<file path="src/rtl/pc_sequencer.sv">
// pc_sequencer
//   Owns the fetch program counter of the pipelined core. Selects the next
//   fetch address from: taken branch resolved in EX (highest priority), jump
//   decoded in ID, stall hold, or sequential PC+4. Drives the IF/ID and ID/EX
//   flushes, the instruction-memory read enable, and a saturating count of
//   applied redirects. A halt request parks the sequencer until reset.
//
// Ports
//   clk            : system clock, all state updates on the rising edge
//   rst_n          : synchronous active-low reset
//   stall_i        : hazard-unit stall, holds the PC
//   halt_i         : halt request, honoured only while running
//   br_valid_i     : EX holds a resolved branch
//   br_taken_i     : branch condition true (qualified by br_valid_i)
//   br_pc_i        : PC of the branch in EX
//   br_imm_i       : sign-extended branch word offset
//   jmp_valid_i    : ID holds a J-type jump
//   jmp_pc_i       : PC of the jump in ID
//   jmp_idx_i      : 26-bit jump index
//   pc_o           : current fetch address
//   pc_plus4_o     : pc_o + 4 (mod 2^32)
//   fetch_en_o     : instruction memory read enable
//   flush_ifid_o   : clear IF/ID this cycle
//   flush_idex_o   : clear ID/EX this cycle
//   halted_o       : high while halted
//   redirect_cnt_o : saturating count of applied branch/jump redirects
module pc_sequencer #(
    parameter logic [31:0] RESET_PC = 32'h0000_0000,
    parameter int          CNT_W    = 16
) (
    input  logic             clk,
    input  logic             rst_n,
    input  logic             stall_i,
    input  logic             halt_i,
    input  logic             br_valid_i,
    input  logic             br_taken_i,
    input  logic [31:0]      br_pc_i,
    input  logic [31:0]      br_imm_i,
    input  logic             jmp_valid_i,
    input  logic [31:0]      jmp_pc_i,
    input  logic [25:0]      jmp_idx_i,
    output logic [31:0]      pc_o,
    output logic [31:0]      pc_plus4_o,
    output logic             fetch_en_o,
    output logic             flush_ifid_o,
    output logic             flush_idex_o,
    output logic             halted_o,
    output logic [CNT_W-1:0] redirect_cnt_o
);

    localparam logic [1:0] BOOT = 2'd0;
    localparam logic [1:0] RUN  = 2'd1;
    localparam logic [1:0] HALT = 2'd2;

    localparam logic [CNT_W-1:0] CNT_MAX = '1;

    logic [1:0]       state;
    logic [1:0]       state_next;
    logic [31:0]      pc;
    logic [31:0]      pc_next;
    logic [31:0]      pc_plus4;
    logic [31:0]      br_tgt;
    logic [31:0]      jp4;
    logic [31:0]      jmp_tgt;
    logic [CNT_W-1:0] cnt;
    logic             in_run;
    logic             br_take;
    logic             jmp_take;
    logic             redirect;

    // Only the low 30 bits of the word offset survive the <<2, and only the
    // top nibble of the jump's PC+4 region is kept.
    logic unused_bits;
    assign unused_bits = &{1'b0, br_imm_i[31:30], jp4[27:0]};

    assign pc_plus4 = pc + 32'd4;
    assign br_tgt   = br_pc_i + 32'd4 + {br_imm_i[29:0], 2'b00};
    assign jp4      = jmp_pc_i + 32'd4;
    assign jmp_tgt  = {jp4[31:28], jmp_idx_i, 2'b00};

    // A branch redirect wins over a jump in the same cycle; both are only
    // honoured while running.
    assign in_run   = (state == RUN);
    assign br_take  = in_run & br_valid_i & br_taken_i;
    assign jmp_take = in_run & jmp_valid_i & ~br_take;
    assign redirect = br_take | jmp_take;

    always_comb begin
        pc_next    = pc;
        state_next = state;
        case (state)
            BOOT: state_next = RUN;
            RUN: begin
                if (br_take) begin
                    pc_next = br_tgt;
                end else if (jmp_take) begin
                    pc_next = jmp_tgt;
                end else if (halt_i) begin
                    // PC freezes on the cycle the halt is accepted.
                    state_next = HALT;
                end else if (!stall_i) begin
                    pc_next = pc_plus4;
                end
            end
            HALT: state_next = HALT;
            default: state_next = BOOT;
        endcase
    end

    always_ff @(posedge clk) begin
        if (!rst_n) begin
            state <= BOOT;
            pc    <= RESET_PC;
            cnt   <= '0;
        end else begin
            state <= state_next;
            pc    <= pc_next;
            if (redirect && (cnt != CNT_MAX)) begin
                cnt <= cnt + 1'b1;
            end
        end
    end

    // Control outputs are combinational and gated by rst_n so that nothing
    // fetches or flushes while reset is asserted.
    assign fetch_en_o     = rst_n & in_run & ~stall_i;
    assign flush_ifid_o   = rst_n & redirect;
    assign flush_idex_o   = rst_n & br_take;
    assign halted_o       = (state == HALT);
    assign pc_o           = pc;
    assign pc_plus4_o     = pc_plus4;
    assign redirect_cnt_o = cnt;

endmodule
</file>
<file path="config.mk">
export PLATFORM = sky130hd
export DESIGN_NAME = pc_sequencer
export DESIGN_NICKNAME = d
export VERILOG_FILES = /design/src/rtl/pc_sequencer.sv
export SDC_FILE = /design/constraint.sdc
export NUM_CORES = 1
export LEC_CHECK = 0
export ABC_AREA = 1
export BUFFER_PORTS_ARGS = -buffer_cell sky130_fd_sc_hd__buf_2
export CAP_MARGIN = 20
export CORE_ASPECT_RATIO = 2
export CORE_MARGIN = 3
export CORE_UTILIZATION = 56
export CTS_CLUSTER_SIZE = 12
export DETAILED_ROUTE_END_ITERATION = 10
export HOLD_SLACK_MARGIN = 0.12
export PLACE_DENSITY = 0.92
export SYNTH_ARGS = -nofsm -noshare
export SYNTH_HDL_FRONTEND = slang
export SYNTH_SLANG_ARGS = --single-unit
export TNS_END_PERCENT = 50
</file>
<file path="constraint.sdc">
create_clock -name clk -period 6.7 [get_ports clk]
set_input_delay 1.005 -clock clk [delete_from_list [all_inputs] [get_ports clk]]
set_output_delay 1.005 -clock clk [all_outputs]
set_load 0.05 [all_outputs]
</file>
# --- After elaboration in Yosys (flattened, before gate mapping) ---
# Cells that the tools add are included.
word_totals:
  reg_bits: 50
  inputBits: 129
  output_inout_bits: 84
  wordCells: 39
classes:
  n_addsub: 5
  eq_ne: 8
  n_mux: 8
  bitwise_logic: 11
  n_reduce_logical: 4
op_table:
  columns: ["cell", "count"]
  rows:
  - ["32-bit two-way mux", 4]
  - ["32-bit by 3-bit adder with 32-bit output, second input constant", 3]
  - ["32-bit adder", 1]
  - ["16-bit by 1-bit adder with 16-bit output, second input constant", 1]
  - ["16-bit != test, second input constant", 1]
  - ["1-bit AND", 8]
  - ["2-bit two-way mux", 3]
  - ["2-bit != test, second input constant", 3]
  - ["3-bit by 1-bit != test with 1-bit output, second input constant", 2]
  - ["2-bit one-hot mux with 3 select lines", 1]
  - ["3-bit AND reduction", 2]
  - ["2-bit by 1-bit equality test with 1-bit output, second input constant", 1]
  - ["2-bit equality test, second input constant", 1]
  - ["2-bit logical NOT", 1]
  - ["1-bit inverter", 2]
  - ["1-bit logical AND", 1]
  - ["1-bit bitwise OR", 1]

# --- Depth between registers and ports, before layout ---
# Gate-level depths: netlist of run 1.
depth:
  ltp_word: 8
  ltp_mapped: 14
  depth_no_buf: 14

# --- Least setup slack after synthesis of run 1 ---
# OpenSTA, ideal clock, no wires.
synth_path:
  path_type: "flip-flop to output port"
  startpoint: "register pc[2], in the netlist pc_o[2]"
  endpoint: "output port pc_plus4_o[25]"
  arrival_ns: 2.391
  t_required_ns: 5.695
  setup_slack_ns: 3.304
  stages_incl_launch_ff: 6
  cell_sequence: "dfxtp_1 -> inv_1 -> nor2_1 -> nand2_2 -> nor3_2 -> xor2_1"
synth_via:
  elab_chain_len: 1
synth_lines:
  columns: ["item", "line_no", "rtl"]
  rows:
  - ["start, declared", "59", "logic [31:0] pc;"]
  - ["start signal, assigned", "117", "pc <= pc_next;"]
  - ["32-bit by 3-bit adder with 32-bit output", "76", "assign pc_plus4 = pc + 32'd4;"]
  - ["end, declared", "43", "output logic [31:0] pc_plus4_o,"]
# No other way between the ends.

# --- Final worst setup path of run 1 ---
layout_path:
  startpoint: "input port br_valid_i"
  endpoint: "output port flush_ifid_o"
layout_via:
  elab_chain_len: 6
layout_lines:
  columns: ["item", "line_no", "rtl"]
  rows:
  - ["start, declared", "35", "input logic br_valid_i,"]
  - ["1-bit AND (*) (2 in series)", "84", "assign br_take = in_run & br_valid_i & br_taken_i;"]
  - ["1-bit inverter", "85", "assign jmp_take = in_run & jmp_valid_i & ~br_take;"]
  - ["1-bit AND", "85", null]
  - ["1-bit bitwise OR (*)", "86", "assign redirect = br_take | jmp_take;"]
  - ["1-bit AND (*)", "127", "assign flush_ifid_o = rst_n & redirect;"]
  - ["end, declared", "45", "output logic flush_ifid_o,"]
# Every way passes the cells marked *; elsewhere a longest branch is shown, timed or not.

==> summary.json, run 1 <==
{
  "sta": {
    "fin_skew_ns": 0.01499,
    "period_minus_slack_ns": 3.662,
    "setup_slack_ns": 3.038,
    "max_slew_headroom": 0.3312,
    "count_of_endpoints_failing_setup_in_the_final_report": 0,
    "whs_ns": 0.4783,
    "period_share": 0.5465,
    "finalHoldViolations": 0,
    "max_slew.worst_pin.slew_ns": 1.002,
    "rsz0062_at_grt": "no",
    "max_freq_ghz": 0.2731,
    "setup_total_negative_slack_ns": 0,
    "slew_violations": 0
  },
  "worst_hold_path": {
    "min_from": "pc_o[1]$_SDFFE_PN0P_",
    "hold-path-cell-count": 2,
    "hold-path-endpoint": "pc_o[1]$_SDFFE_PN0P_",
    "hp-class": "reg2reg"
  },
  "pwr": {
    "leakagePower_nw": 4.064,
    "cellPowerDensity_nw_per_um2": 287.5,
    "fin_total_pwr_mw": 2.168,
    "worst_supply_voltage_drop_on_vdd_v": 0.0002090
  },
  "worst_setup_path": {
    "timing.critical_path.from_type": "input pin",
    "timing.reg2reg.setup_slack_ns": 3.56,
    "worst_setup_path_end_kind": "output pin",
    "timing.reg2reg.worst_path_depth": 12,
    "path_max_fanout": 28,
    "cp_data_arrival_time_ns": 2.66,
    "critPathRequiredTime_ns": 5.69,
    "timing.rr.end": "pc_o[16]$_SDFFE_PN0P_",
    "reg2reg_from": "state[1]$_SDFFE_PN0P_",
    "critical_path_class": "in2out"
  },
  "clock_tree": {
    "cts_resized": 0,
    "postCtsSetupBuffers": 0,
    "clk_pin_slew_worst_paths_ns": 0.07,
    "clock_root_cell": "sky130_fd_sc_hd__clkbuf_16",
    "cts.sinks": 50,
    "clock_insertion_delay_worst_skew_ns": 0.30,
    "cts_htree_levels": 2,
    "cts_inserted_buffers": 5,
    "cts-hold-fix-buffers": 0,
    "tritoncts": "done",
    "maximum_count_of_clock_buffers_along_a_single_path": 2
  },
  "grt": {
    "antenna_found_initial": 0,
    "grt_pass1_wl_mm": 33.29,
    "global_route.overflow_total": 0,
    "gr-usage-all-layers": 0.3339,
    "first_global_vias": 7586,
    "grt_start_max_net_pins": 50
  },
  "drt": {
    "detailedRoute.firstIterationViolations": 526,
    "viasPerCell": 5.446,
    "wl_per_cell_um": 14.86,
    "antenna_violating_nets_post_route": 0,
    "via_count": 7831,
    "drt-pass1-iter-count": 5,
    "drcViolationCount": 0,
    "wirelength_mm": 21.37
  },
  "layout": {
    "utilization": 0.6888,
    "final_cell_count_no_fill": 1438,
    "fraction_of_layout_instances_using_a_drive_strength_above_1": 0.1918,
    "syn_to_final_growth_pct": 20.18,
    "fin_nets": 1489,
    "antenna-diode-count": 0,
    "fillers": 1086,
    "layout.cells.most_common": "sky130_fd_sc_hd__nand2_1",
    "postLayoutCellArea_um2": 7540,
    "final_cell_mix": "406 x sky130_fd_sc_hd__nand2_1, 208 x sky130_fd_sc_hd__buf_2, 134 x sky130_fd_sc_hd__inv_1"
  },
  "synthesis": {
    "syn_area_per_cell_um2": 5.683,
    "synthesis.nets": 1296,
    "seq_area_frac_synth": 0.1596,
    "cell_area_synth_um2": 6274,
    "ys_warn_count": 0,
    "postSynthRegisterBits": 50,
    "syn_inst": 1104,
    "synth.lib_cells_used.distinct": 46
  },
  "floorplan": {
    "num_rows": 54,
    "initial_core_util": 0.5732,
    "die_area_um2": 12590,
    "floorplan.die.width_um": 80.84,
    "core_area_um2": 10950,
    "number_of_top_level_design_ports": 213,
    "floorplan.die.height_um": 155.7
  },
  "place": {
    "portBuffers": 208,
    "dp_worst_setup_slack_ns": 3.031,
    "gp_congestion": 0.9649,
    "place_inst": 1430,
    "detailed_place_hpwl_mm": 17.59,
    "placed_area_um2": 7388
  },
  "run": {
    "max-cap-violations": 0
  },
  "run_status": {
    "status": "finished, final reports clean"
  }
}
-- per-layer routing --
layer | global-route usage | up-vias | part of all wire
li1 | - | 3902 | -
met1 | 0.3140 | 3488 | 0.33
met2 | 0.6234 | 334 | 0.54
met3 | 0.04451 | 107 | 0.061
met4 | 0.2522 | 0 | 0.074
met5 | 0 | - | 0
-- final cells by class --
class,instances,area [um^2],area share
multi-input cells,893,4646,0.6162
repair buffers,209,1049,0.1391
flip-flops and latches,50,1001,0.1328
inverters,138,518.0,0.06870
well taps,140,175.2,0.02323
clock buffers,7,142.6,0.01892
clock inverters,1,8.758,0.001162
-- cells in the mapped netlist (all sizes together) --
master | number | area (um^2)
nor4 | 1 | 6.260
o21bai | 3 | 22.52
nand3b | 17 | 127.6
inv | 137 | 514.2
xnor2 | 14 | 152.6
or2 | 3 | 18.77
fa | 1 | 20.02
o21a | 2 | 15.01
nand3 | 52 | 270.3
ha | 62 | 775.7
o21ai | 46 | 230.2
a31oi | 10 | 62.56
nor2 | 137 | 551.8
a21oi | 82 | 421.7
nor3 | 13 | 91.34
nor3b | 1 | 7.510
o31ai | 1 | 12.51
a21o | 1 | 7.510
buf | 13 | 80.07
nand4 | 8 | 50.05
o22ai | 2 | 12.51
dfxtp | 50 | 1001
nand2 | 411 | 1560
a21boi | 1 | 7.510
xor2 | 18 | 165.2
a22oi | 2 | 15.01
clkinv | 1 | 3.750
a211oi | 1 | 7.510
and2 | 2 | 12.51
clkbuf | 10 | 37.54
and3 | 2 | 12.51
-- how the worst max path moves through the flow --
stage	cells after the start	startpoint	slack [ns]	endpoint
global placement	6	br_valid_i	3.12	flush_ifid_o
global route	6	br_valid_i	2.93	flush_ifid_o
detailed placement	6	br_valid_i	3.03	flush_ifid_o
CTS	6	br_valid_i	3.04	flush_ifid_o
finish	6	br_valid_i	3.04	flush_ifid_o
floorplan	5	pc_o[2]$_SDFFE_PN0P_	3.30	pc_plus4_o[25]
-- registers in the layout, indices dropped and copies added, names as in the netlist --
| signal | cells |
|---|---|
| pc_o | 32 |
| redirect_cnt_o | 16 |
| state | 2 |
-- report_power, final --
part	internal, mW	switching, mW	leakage, nW	total [mW]
Sequential	0.375	0.114	0.408	0.489
Clock	0.151	0.118	0.0745	0.268
Combinational	0.356	1.06	3.58	1.41
-- logic make-up (layout without fill, tap and decap cells) --
kind of cell | Yosys count | after routing | synth area share
AO/OA/AOI/OAI | 151 | 151 | 0.1298
flip-flops | 50 | 50 | 0.1596
AND/OR/NAND/NOR | 647 | 647 | 0.4318
XOR/XNOR | 32 | 32 | 0.05066
adder cells (fa/ha/maj) | 63 | 63 | 0.1268
buffers and inverters | 161 | 355 | 0.1013
-- worst max-delay path, cell delays in order --
cell and delay (ns):
sky130_fd_sc_hd__buf_2 0.10, sky130_fd_sc_hd__nand3_1 0.41, sky130_fd_sc_hd__nand2_2 0.28, sky130_fd_sc_hd__inv_2 0.53, sky130_fd_sc_hd__nor2_1 0.08, sky130_fd_sc_hd__buf_2 0.23
Power figures use the tool's default switching activity.
==> run 2: changes to the inputs <==
CORE_UTILIZATION = 47   (was 56)
PLACE_DENSITY = 0.82   (was 0.92)
clock period = 3 ns   (was 6.7 ns; I/O delays follow)
==> summary.json, run 2 (synthesis results as in run 1) <==
{
  "run_status": {
    "status": "finished, final reports clean"
  },
  "clock_tree": {
    "tritoncts": "done",
    "clock_root_cell": "sky130_fd_sc_hd__clkbuf_16",
    "cts_inserted_buffers": 5,
    "postCtsSetupBuffers": 0,
    "clock_insertion_delay_worst_skew_ns": 0.29,
    "clk_pin_slew_worst_paths_ns": 0.07,
    "cts-hold-fix-buffers": 0,
    "maximum_count_of_clock_buffers_along_a_single_path": 2,
    "cts_resized": 0,
    "cts.sinks": 50,
    "cts_htree_levels": 2
  },
  "sta": {
    "slew_violations": 0,
    "max_slew_headroom": 0.6896,
    "period_minus_slack_ns": 2.758,
    "finalHoldViolations": 0,
    "setup_slack_ns": 0.2423,
    "max_slew.worst_pin.slew_ns": 0.4631,
    "period_share": 0.9192,
    "whs_ns": 0.4085,
    "rsz0062_at_grt": "no",
    "fin_skew_ns": 0.009314,
    "max_freq_ghz": 0.3626,
    "setup_total_negative_slack_ns": 0,
    "count_of_endpoints_failing_setup_in_the_final_report": 0
  },
  "layout": {
    "fin_nets": 1497,
    "fillers": 1397,
    "fraction_of_layout_instances_using_a_drive_strength_above_1": 0.1962,
    "final_cell_mix": "406 x sky130_fd_sc_hd__nand2_1, 208 x sky130_fd_sc_hd__buf_2, 134 x sky130_fd_sc_hd__inv_1",
    "layout.cells.most_common": "sky130_fd_sc_hd__nand2_1",
    "largest_reg_flops": 32,
    "antenna-diode-count": 0,
    "syn_to_final_growth_pct": 21.14
  },
  "run": {
    "max-cap-violations": 0
  },
  "pwr": {
    "fin_total_pwr_mw": 4.832,
    "proportion_of_total_power_due_to_net_switching": 0.5939,
    "worst_supply_voltage_drop_on_vdd_v": 0.0003665,
    "pwr-share-seq": 0.226,
    "cellPowerDensity_nw_per_um2": 635.8,
    "total_switching_power_mw": 2.870,
    "power.clock.fraction": 0.115,
    "power_report.internal_total_mw": 1.962,
    "power.share.combinational": 0.659,
    "leakagePower_nw": 4.091
  },
  "drt": {
    "wl_per_cell_um": 14.65,
    "antenna_violating_nets_post_route": 0,
    "drcViolationCount": 0,
    "via_count": 7778,
    "detailedRoute.firstIterationViolations": 514,
    "viasPerCell": 5.338,
    "wirelength_mm": 21.35,
    "drt-pass1-iter-count": 5
  },
  "grt": {
    "grt_start_max_net_pins": 39,
    "first_global_vias": 7486,
    "global_route.overflow_total": 0,
    "gr-usage-all-layers": 0.2831,
    "antenna_found_initial": 0,
    "grt_pass1_wl_mm": 33.49
  },
  "worst_setup_path": {
    "path_max_fanout": 6,
    "cp_data_arrival_time_ns": 2.31,
    "critical_path_class": "reg2out",
    "critPathRequiredTime_ns": 2.55,
    "worst_setup_path_end_kind": "output pin",
    "timing.critical_path.from_type": "flip-flop"
  },
  "place": {
    "dp_worst_setup_slack_ns": 0.3174,
    "detailed_place_hpwl_mm": 18.16,
    "portBuffers": 208,
    "gp_congestion": 1.028
  },
  "floorplan": {
    "floorplan.die.width_um": 87.70,
    "core_area_um2": 13070,
    "number_of_top_level_design_ports": 213,
    "die_area_um2": 14850,
    "num_rows": 59,
    "floorplan.die.height_um": 169.4,
    "initial_core_util": 0.4801
  },
  "worst_hold_path": {
    "hp-class": "in2reg"
  }
}
## run 2: cell count changes in the layout (fill, tap and decap cells not counted)
cell | before | now
sky130_fd_sc_hd__clkbuf_8 | 1 | 0
sky130_fd_sc_hd__clkinvlp_4 | 0 | 1
sky130_fd_sc_hd__buf_4 | 1 | 9
sky130_fd_sc_hd__inv_6 | 1 | 0
## run 2: area by class of cell
class                           instances  area, um^2  area share
Tap cell                              152       190.2     0.02502
Multi-Input combinational cell        893        4646      0.6113
Clock buffer                            6       128.9     0.01696
Timing Repair Buffer                  217        1109      0.1459
Sequential cell                        50        1001      0.1317
Inverter                              138       518.0     0.06816
Clock inverter                          1       7.507   0.0009878
## run 2: path summary, 6_finish.rpt
path                         startpoint  cells past startpoint                     to  slack (ns)
setup / recovery   pc_o[2]$_SDFFE_PN0P_                      7         pc_plus4_o[20]        0.24
hold / removal               br_pc_i[0]                      3   pc_o[0]$_SDFFE_PN0P_        0.41
setup reg to reg  state[1]$_SDFFE_PN0P_                     11  pc_o[17]$_SDFFE_PN0P_        0.83
hold reg to reg    pc_o[1]$_SDFFE_PN0P_                      2   pc_o[1]$_SDFFE_PN0P_        0.48
## run 2: power by group through the flow
stage	Combinational, mW	Sequential (mW)	Clock, mW
final	3.18	1.09	0.558
after global placement	3.14	1.09	0
after global routing	3.45	1.13	0.583
after detailed placement	3.17	1.10	0
after floorplan	1.84	1.59	0
after CTS	3.18	1.08	0.566
## run 2: critical path, stage by stage, from the launching register on
cell and delay [ns]:
sky130_fd_sc_hd__dfxtp_1 0.43, sky130_fd_sc_hd__ha_1 0.28, sky130_fd_sc_hd__nand2_2 0.11, sky130_fd_sc_hd__nor3_2 0.38
sky130_fd_sc_hd__nand3_2 0.19, sky130_fd_sc_hd__o21ai_1 0.19, sky130_fd_sc_hd__and2_1 0.16, sky130_fd_sc_hd__buf_2 0.27
## run 2: stage by stage
step                cells    util  area (um^2)
finish               1457  0.5816         7600
detailed placement   1450  0.5712         7463
global placement     1450  0.5712         7463
global route         1457  0.5816         7600
CTS                  1457  0.5816         7600
floorplan            1104       -         6274
## run 2: per-layer routing
layer,track usage,vias up,share of wire
li1,-,3916,-
met3,0.02915,101,0.049
met1,0.2693,3493,0.33
met5,0,-,0
met2,0.5420,268,0.54
met4,0.1910,0,0.075
==> run 3: changes to the inputs <==
clock period = 2.4 ns   (was 3 ns; I/O delays follow)
==> summary.json, run 3 (synthesis results as in run 1) <==
{
  "layout": {
    "fraction_of_layout_instances_using_a_drive_strength_above_1": 0.2254,
    "postLayoutCellArea_um2": 7900,
    "fillers": 1347,
    "antenna-diode-count": 0,
    "final_cell_count_no_fill": 1474,
    "multi_input_comb_area_um2": 4758,
    "final_cell_mix": "406 x sky130_fd_sc_hd__nand2_1, 196 x sky130_fd_sc_hd__buf_2, 134 x sky130_fd_sc_hd__inv_1",
    "fin_nets": 1513,
    "largest_reg_flops": 32,
    "syn_to_final_growth_pct": 25.93,
    "seq_area_um2": 1016,
    "layout.cells.most_common": "sky130_fd_sc_hd__nand2_1"
  },
  "grt": {
    "global_route.usage.met1": 0.2786,
    "gr-usage-all-layers": 0.2901,
    "global_route.overflow_total": 0,
    "global_route.usage.met3": 0.02284,
    "grt_util_met2": 0.5637,
    "grt_start_max_net_pins": 39,
    "first_global_vias": 7493,
    "antenna_found_initial": 0,
    "grt_most_used_layer": "met2",
    "grt_pass1_wl_mm": 34.33
  },
  "run_status": {
    "status": "finished, final reports clean"
  },
  "floorplan": {
    "number_of_top_level_design_ports": 213,
    "initial_core_util": 0.4801,
    "floorplan.die.height_um": 169.4,
    "num_rows": 59,
    "core_area_um2": 13070,
    "floorplan.die.width_um": 87.70,
    "die_area_um2": 14850
  },
  "worst_setup_path": {
    "timing.critical_path.from_type": "flip-flop",
    "startpoint": "pc_o[8]$_SDFFE_PN0P_",
    "critPathRequiredTime_ns": 2.04,
    "reg2reg_from": "state[1]$_SDFFE_PN0P_",
    "critical_path_class": "reg2out",
    "cp_cell_sequence": "nand2_1, nor2_2, nand2_1, nor2_2, xor2_1, buf_2",
    "worst_path_dominant_cell_family": "simple AND/OR/NAND/NOR gates",
    "cp_data_arrival_time_ns": 2.01,
    "crit_buf_inv": 1,
    "crit_slowest_cell": "sky130_fd_sc_hd__dfxtp_1",
    "worst_setup_path_end_kind": "output pin",
    "critPathMaxStageDelay_ns": 0.43,
    "path_max_fanout": 5,
    "timing.reg2reg.setup_slack_ns": 0.46
  },
  "drt": {
    "drt-pass1-iter-count": 5,
    "wirelength_mm": 21.94,
    "via_count": 7927,
    "drcViolationCount": 0,
    "antenna_violating_nets_post_route": 0,
    "detailedRoute.firstIterationViolations": 400,
    "wl_per_cell_um": 14.88,
    "viasPerCell": 5.378
  },
  "clock_tree": {
    "clock_insertion_delay_worst_skew_ns": 0.29,
    "maximum_count_of_clock_buffers_along_a_single_path": 2,
    "tritoncts": "done",
    "clk_pin_slew_worst_paths_ns": 0.07,
    "cts_inserted_buffers": 5,
    "clock_root_cell": "sky130_fd_sc_hd__clkbuf_16",
    "cts.sinks": 50,
    "cts_htree_levels": 2
  },
  "pwr": {
    "worst_supply_voltage_drop_on_vdd_v": 0.0004273,
    "total_switching_power_mw": 3.653,
    "power.clock.fraction": 0.113,
    "power_report.internal_total_mw": 2.601,
    "pwr-share-seq": 0.222,
    "power.share.combinational": 0.665,
    "leakagePower_nw": 4.257,
    "cellPowerDensity_nw_per_um2": 791.7,
    "proportion_of_total_power_due_to_net_switching": 0.5841
  },
  "place": {
    "gp_congestion": 0.9911,
    "placed_area_um2": 7656,
    "place_inst": 1464,
    "detailed_place_hpwl_mm": 18.59,
    "portBuffers": 208
  },
  "sta": {
    "fin_skew_ns": 0.01235,
    "max_freq_ghz": 0.4218,
    "period_share": 0.9879,
    "count_of_endpoints_failing_setup_in_the_final_report": 0,
    "slew_violations": 0,
    "finalHoldViolations": 0,
    "period_minus_slack_ns": 2.371,
    "max_slew.worst_pin.slew_ns": 0.3961,
    "max_slew_headroom": 0.7356
  },
  "run": {
    "max-cap-violations": 0
  },
  "worst_hold_path": {
    "min_from": "br_pc_i[1]",
    "hp-class": "in2reg"
  }
}
## run 3: changes by cell type in the layout (fill, tap and decap cells not counted), moves of 2 or more
cell and delta:
sky130_fd_sc_hd__buf_4 +20, sky130_fd_sc_hd__buf_2 -12, sky130_fd_sc_hd__dfxtp_1 -12, sky130_fd_sc_hd__dfxtp_2 +12
sky130_fd_sc_hd__clkbuf_4 +6, sky130_fd_sc_hd__xnor2_1 -4, sky130_fd_sc_hd__xnor2_2 +4, sky130_fd_sc_hd__nor2_1 -3
sky130_fd_sc_hd__xor2_1 -3, sky130_fd_sc_hd__nor2_2 +2, sky130_fd_sc_hd__nor3_2 -2, sky130_fd_sc_hd__nor3_4 +2
sky130_fd_sc_hd__xor2_4 +2
## run 3: path summary, 6_finish.rpt
path / to / cells past startpoint
min reg2reg: pc_o[0]$_SDFFE_PN0P_ / 2
min: pc_o[1]$_SDFFE_PN0P_ / 3
max reg2reg: pc_o[23]$_SDFFE_PN0P_ / 10
max: pc_plus4_o[11] / 6
## run 3: power by group through the flow
stage	sequential [mW]	combinational [mW]	clock (mW)
detailed placement	1.38	4.06	0
finish	1.39	4.16	0.708
global route	1.42	4.46	0.757
CTS	1.36	4.10	0.719
floorplan	2.01	2.33	0
global placement	1.37	4.02	0
## run 3: through the flow
stage                TNS [ns]  hold WS, ns  worst slack (ns)  total power, mW  utilization
floorplan             -0.8964       0.4740           -0.1132            4.338            -
global placement     -0.05570       0.4606          -0.05553            5.388       0.5859
detailed placement    -0.2214       0.4657          -0.09176            5.440       0.5859
CTS                         0       0.3144         0.0005616            6.184       0.5991
global route        -0.003773       0.3181         -0.003773            6.641       0.6046
finish                      0       0.3198           0.02912            6.254       0.6046
## run 3: area by class of cell
type                            count  area share
Multi-Input combinational cell    893      0.6023
Timing Repair Buffer              233      0.1614
Sequential cell                    50      0.1286
Inverter                          138     0.06557
Tap cell                          152     0.02407
Clock buffer                        6     0.01631
Clock inverter                      2    0.001742
## run 3: metal layers
metal	part of all wire	vias to the layer above	wire, um
met5	0	-	0
met4	0.069	0	1520
met3	0.039	91	858
met2	0.56	280	12240
met1	0.33	3607	7315
li1	-	3949	-
## run 3: timing repair
| item | CTS | global route |
|---|---|---|
| endpoints found under the setup margin | 8 | 12 |
| resized for setup | 9 | 28 |
| pin swaps | 1 | 2 |
| hold buffers | 0 | 0 |
| setup buffers | 1 | 1 |
| hold endpoints to repair | 0 | 0 |
## run 3: worst min-delay path, stage by stage
cell and delay, ns:
sky130_fd_sc_hd__buf_2 0.10, sky130_fd_sc_hd__nand2_1 0.05, sky130_fd_sc_hd__a21oi_1 0.06
